--- src/rtl/serial_alu_seq.sv ---
// Bit-serial ALU: one result bit per cycle through a single 1-bit slice; define SERIAL_ALU_SLT_EN to add SLT (0111).
// Latency: done pulses WIDTH+1 cycles after the accepting start (WIDTH RUN cycles, then one DONE cycle).
// Backpressure: none; start is taken only in IDLE, and the busy output tells the requester when it will be ignored.
module serial_alu_seq #(
   parameter int WIDTH = 8
) (
   input  logic             clk,
   input  logic             rst_n,
   input  logic             start,
   input  logic [3:0]       alu_ctl,
   input  logic [WIDTH-1:0] a_in,
   input  logic [WIDTH-1:0] b_in,
   output logic             busy,
   output logic             done,
   output logic [WIDTH-1:0] result,
   output logic             zero,
   output logic             carry_out,
   output logic             overflow,
   output logic             illegal
);

   localparam int CW = $clog2(WIDTH);
   localparam logic [CW-1:0] CNT_LAST = CW'(WIDTH - 1);

   localparam logic [1:0] OP_AND = 2'd0;
   localparam logic [1:0] OP_OR  = 2'd1;
   localparam logic [1:0] OP_SUM = 2'd2;
   localparam logic [1:0] OP_XOR = 2'd3;

   typedef enum logic [1:0] {S_IDLE, S_RUN, S_DONE} state_t;

   state_t           state_q, state_d;
   logic [CW-1:0]    cnt_q, cnt_d;
   logic             carry_q, carry_d;
   logic [WIDTH-1:0] a_q, a_d;
   logic [WIDTH-1:0] b_q, b_d;
   logic             ainv_q, ainv_d;
   logic             binv_q, binv_d;
   logic [1:0]       op_q, op_d;
   logic             arith_q, arith_d;
   logic             ill_q, ill_d;
   logic             slt_q, slt_d;
   logic [WIDTH-1:0] result_q, result_d;
   logic             zero_q, zero_d;
   logic             cout_q, cout_d;
   logic             ovf_q, ovf_d;
   logic             illegal_q, illegal_d;

   logic a_bit, b_bit, bit_res, c_next;

   // The single 1-bit slice, fed by the operand bit selected by the counter.
   always_comb begin
      a_bit  = a_q[cnt_q] ^ ainv_q;
      b_bit  = b_q[cnt_q] ^ binv_q;
      c_next = (a_bit & b_bit) | (carry_q & (a_bit ^ b_bit));
      case (op_q)
         OP_AND:  bit_res = a_bit & b_bit;
         OP_OR:   bit_res = a_bit | b_bit;
         OP_SUM:  bit_res = a_bit ^ b_bit ^ carry_q;
         default: bit_res = a_bit ^ b_bit;
      endcase
   end

   always_comb begin
      state_d   = state_q;
      cnt_d     = cnt_q;
      carry_d   = carry_q;
      a_d       = a_q;
      b_d       = b_q;
      ainv_d    = ainv_q;
      binv_d    = binv_q;
      op_d      = op_q;
      arith_d   = arith_q;
      ill_d     = ill_q;
      slt_d     = slt_q;
      result_d  = result_q;
      zero_d    = zero_q;
      cout_d    = cout_q;
      ovf_d     = ovf_q;
      illegal_d = illegal_q;

      case (state_q)
         S_IDLE: begin
            if (start) begin
               state_d   = S_RUN;
               cnt_d     = '0;
               a_d       = a_in;
               b_d       = b_in;
               ainv_d    = 1'b0;
               binv_d    = 1'b0;
               op_d      = OP_AND;
               carry_d   = 1'b0;
               arith_d   = 1'b0;
               ill_d     = 1'b0;
               slt_d     = 1'b0;
               illegal_d = 1'b0;
               cout_d    = 1'b0;
               ovf_d     = 1'b0;
               case (alu_ctl)
                  4'b0000: op_d = OP_AND;
                  4'b0001: op_d = OP_OR;
                  4'b0011: op_d = OP_XOR;
                  4'b0010: begin
                     op_d    = OP_SUM;
                     arith_d = 1'b1;
                  end
                  4'b0110: begin
                     op_d    = OP_SUM;
                     binv_d  = 1'b1;
                     carry_d = 1'b1;
                     arith_d = 1'b1;
                  end
                  4'b1100: begin
                     ainv_d = 1'b1;
                     binv_d = 1'b1;
                  end
`ifdef SERIAL_ALU_SLT_EN
                  4'b0111: begin
                     op_d    = OP_SUM;
                     binv_d  = 1'b1;
                     carry_d = 1'b1;
                     slt_d   = 1'b1;
                  end
`endif
                  default: ill_d = 1'b1;
               endcase
            end
         end

         S_RUN: begin
            result_d[cnt_q] = bit_res;
            carry_d         = c_next;
            if (cnt_q == CNT_LAST) begin
               state_d = S_DONE;
               cout_d  = arith_q & c_next;
               ovf_d   = arith_q & (carry_q ^ c_next);
               // SLT: sign of the true difference is the difference MSB corrected by overflow.
               if (slt_q) begin
                  result_d    = '0;
                  result_d[0] = bit_res ^ carry_q ^ c_next;
               end
               if (ill_q) begin
                  result_d  = '0;
                  illegal_d = 1'b1;
               end
               zero_d = (result_d == '0);
            end else begin
               cnt_d = cnt_q + 1'b1;
            end
         end

         S_DONE:  state_d = S_IDLE;
         default: state_d = S_IDLE;
      endcase
   end

   always_ff @(posedge clk or negedge rst_n) begin
      if (!rst_n) begin
         state_q   <= S_IDLE;
         cnt_q     <= '0;
         carry_q   <= 1'b0;
         a_q       <= '0;
         b_q       <= '0;
         ainv_q    <= 1'b0;
         binv_q    <= 1'b0;
         op_q      <= OP_AND;
         arith_q   <= 1'b0;
         ill_q     <= 1'b0;
         slt_q     <= 1'b0;
         result_q  <= '0;
         zero_q    <= 1'b0;
         cout_q    <= 1'b0;
         ovf_q     <= 1'b0;
         illegal_q <= 1'b0;
      end else begin
         state_q   <= state_d;
         cnt_q     <= cnt_d;
         carry_q   <= carry_d;
         a_q       <= a_d;
         b_q       <= b_d;
         ainv_q    <= ainv_d;
         binv_q    <= binv_d;
         op_q      <= op_d;
         arith_q   <= arith_d;
         ill_q     <= ill_d;
         slt_q     <= slt_d;
         result_q  <= result_d;
         zero_q    <= zero_d;
         cout_q    <= cout_d;
         ovf_q     <= ovf_d;
         illegal_q <= illegal_d;
      end
   end

   assign busy      = (state_q != S_IDLE);
   assign done      = (state_q == S_DONE);
   assign result    = result_q;
   assign zero      = zero_q;
   assign carry_out = cout_q;
   assign overflow  = ovf_q;
   assign illegal   = illegal_q;

endmodule

--- config.mk ---
export PLATFORM = sky130hd
export DESIGN_NAME = serial_alu_seq
export DESIGN_NICKNAME = d
export VERILOG_FILES = /design/src/rtl/serial_alu_seq.sv
export SDC_FILE = /design/constraint.sdc
export NUM_CORES = 1
export LEC_CHECK = 0
export CORE_UTILIZATION = 35
export DETAILED_ROUTE_END_ITERATION = 8
export SLEW_MARGIN = 20
export SYNTH_ARGS = -nofsm -noshare
export SYNTH_HDL_FRONTEND = slang
export SYNTH_SLANG_ARGS = --single-unit
--- constraint.sdc ---
create_clock -name clk -period 4.1 [get_ports clk]
set_clock_uncertainty 0.15 [all_clocks]
set_input_delay 0.41 -clock clk [delete_from_list [all_inputs] [get_ports clk]]
set_output_delay 0.41 -clock clk [all_outputs]
set_load 0.01 [all_outputs]
==> reports/metrics.yaml <==
pwr:
  seq_power_share: 0.372
  powerDensity_mw_per_mm2: 751
  swShare: 0.385
  clkPwrFrac: 0.181
  ir_worst_vdd_uv: 224
  power_mw: 1.94
  p_leak_nw: 1.18
  power_frac_comb: 0.447
  p_sw_mw: 0.748
  internal-power_mw: 1.20
synth:
  synth_seq_cells: 40
  synthArstFlopShare: 1.00
  synth_top_cell_area_share: 0.484
  syn_area_per_cell_um2: 9.58
  synth_commonest_cells: "nand2_1 (58), dfrtp_1 (40), inv_1 (9), o21ai_0 (9), a22oi_1 (8)"
  synth_edf_count: 0
  synthDistinctLibCells: 45
  yosys_warnings: 0
  yosysMostFrequentCell: "nand2_1"
  synth_seq_area_share: 0.484
  syn-num-nets: 244
  synthTopCellsByArea: "dfrtp_1 (48%), nand2_1 (11%), a22oi_1 (2.9%)"
  yosysTopAreaCell: "dfrtp_1"
  syn_area_mm2: 0.00207
  synthFlopType: "dfrtp_1"
  synth_cells: 216
floorplanning:
  die-area_mm2: 0.00622
  io_pins: 37
  initial_core_util: 0.369
  die_h_um: 78.9
  core_area_mm2: 0.00561
  rows: 27
  die_w_um: 78.9
global_route:
  grt_max_degree: 41
  grt_util_all_layers: 0.151
  grt_pass1_vias: 1585
  gr-max-usage-layer: "met2"
  grt_pass1_wl_um: 7270
  global_route.usage.met3: 0.0356
  met1_usage: 0.212
  globalRouteOverflowTotal: 0
  use_met2: 0.230
  antenna_found_initial: 0
outcome:
  status: "complete, no violations"
sta:
  rsz0062_at_grt: "false"
  min_period_ps: 3360
  fmax_ghz: 0.298
  hold_violations: 0
  finalSetupTns_ps: 0
  min_period_over_period: 0.819
  tightestPinTransition_ps: 972
  holdWs_ps: 80.0
  slew_headroom: 0.352
  finalSetupViolCount: 0
  slew_viol_final: 0
worst_hold_path:
  hp-class: "primary input to async pin"
worst_setup_path:
  arrival_ps: 3430
  critPathLaunchType: "flip-flop"
  path_max_fanout: 16
  criticalPathCategory: "flip-flop to flip-flop"
  cp-end-kind: "flip-flop"
  crit_required_ps: 4170
finish:
  nFillCells: 595
  drive_above_1_share: 0.0794
  diodes: 0
  instances_no_fill: 324
  nNetsFinal: 279
  areaGrowthSynthToFinish_pct: 25.2
routing:
  drcViolationCount: 0
  viasPerCell: 4.90
  vias: 1587
  final_antenna_net_count: 0
  drt_iter0_drc: 111
  dr.pass1.iters: 4
  wire_per_inst_um: 13.2
  wirelength_um: 4280
place:
  hpwlAfterDp_um: 3120
  place.port_buffers: 36
  place_congestion: 0.810
  dp_cells: 316
cts:
  cts.htree.levels: 2
  cts_buffers: 5
  root_buffer: "clkbuf_8"
  insertion_delay_ps: 290
  clk_pin_slew_ps: 80
  cts_tree: "yes"
  clk_path_buf_depth: 2
  ctsResizeCount: 0
  cts_sinks: 40
  cts_hold_buf: 0
  postCtsSetupRepairBufs: 0
run:
  maxCapViolCount: 0
==> layout make-up <==
class / instances / area (um2) / share of cell area
well taps: 72 / 90.1 / 0.0348
clock inverters: 1 / 30.0 / 0.0116
repair buffers: 37 / 363 / 0.140
inverters: 9 / 33.8 / 0.0130
clock buffers: 7 / 96.3 / 0.0372
multi-input cells: 158 / 976 / 0.377
flip-flops and latches: 40 / 1000 / 0.386
==> path summary, 6_finish.rpt <==
kind                          start   endpoint  slack [ps]  cells after the start
min in group clk             a_q[7]     a_q[7]         330                      2
min                           rst_n  result[1]          80                      1
min reg2reg                  a_q[7]     a_q[7]         330                      2
max in group asynchronous     rst_n    op_q[1]        3160                      1
max reg2reg                cnt_q[1]       zero         740                      9
max                        cnt_q[1]       zero         740                      9
==> worst max-delay path, cell delays in order, from the launching register on <==
cell,delay [ps]
dfrtp_1,620
nor3b_1,510
a22oi_1,160
and4_1,260
xor2_1,170
fa_1,510
inv_1,40
mux4_2,500
a211o_1,250
o21ai_1,120
==> placed cells by master (no fill, tap or decap), drive strengths merged, types with 4 or more instances in the layout <==
cell type      instances
clkdlybuf4s50         35
dfrtp                 40
ha                     4
a32o                   5
a22oi                  8
o21ai                 10
nand2                 58
a21oi                  7
nand2b                 4
inv                    9
clkbuf                 7
nor2                   8
nor2b                  6
==> cells by family (layout without fill, tap and decap cells) <==
family / count (synthesis) / in the layout / share of synthesized area
muxes: 4 / 4 / 0.0260
and+or+nand+nor: 96 / 96 / 0.229
AOI/OAI and AO/OA: 48 / 48 / 0.162
DFF: 40 / 40 / 0.484
adders and majority gates: 5 / 5 / 0.0339
buffers and inverters: 18 / 54 / 0.0447
xor gates and xnor gates: 5 / 5 / 0.0212
==> power by group through the flow <==
stage / combinational [mW] / sequential (mW) / clock [mW]
6_report: 0.870 / 0.723 / 0.352
4_1_cts: 0.882 / 0.725 / 0.357
5_1_grt: 0.994 / 0.752 / 0.375
2_1_floorplan: 0.660 / 0.684 / 0
3_3_place_gp: 0.861 / 0.728 / 0
3_5_place_dp: 0.881 / 0.732 / 0
==> stage by stage <==
step                      cell area (um2)  setup slack [ps]   util
after floorplan                      2070              1170      -
after global placement               2460               883  0.439
after detailed placement             2460               788  0.439
after CTS                            2590               767  0.462
after global routing                 2590               542  0.462
final                                2590               744  0.462
==> sequential cells by signal, summed over array words and instances, names as in the netlist, 2 cells and up <==
name,count
state_q,2
cnt_q,3
op_q,2
a_q,8
result,8
b_q,8
==> metal layers <==
layer,share of wire,vias to the layer above
met5,0,-
met4,0.014,0
met3,0.036,6
met2,0.43,32
met1,0.52,734
li1,-,815
(Power assumes the default switching activity.)
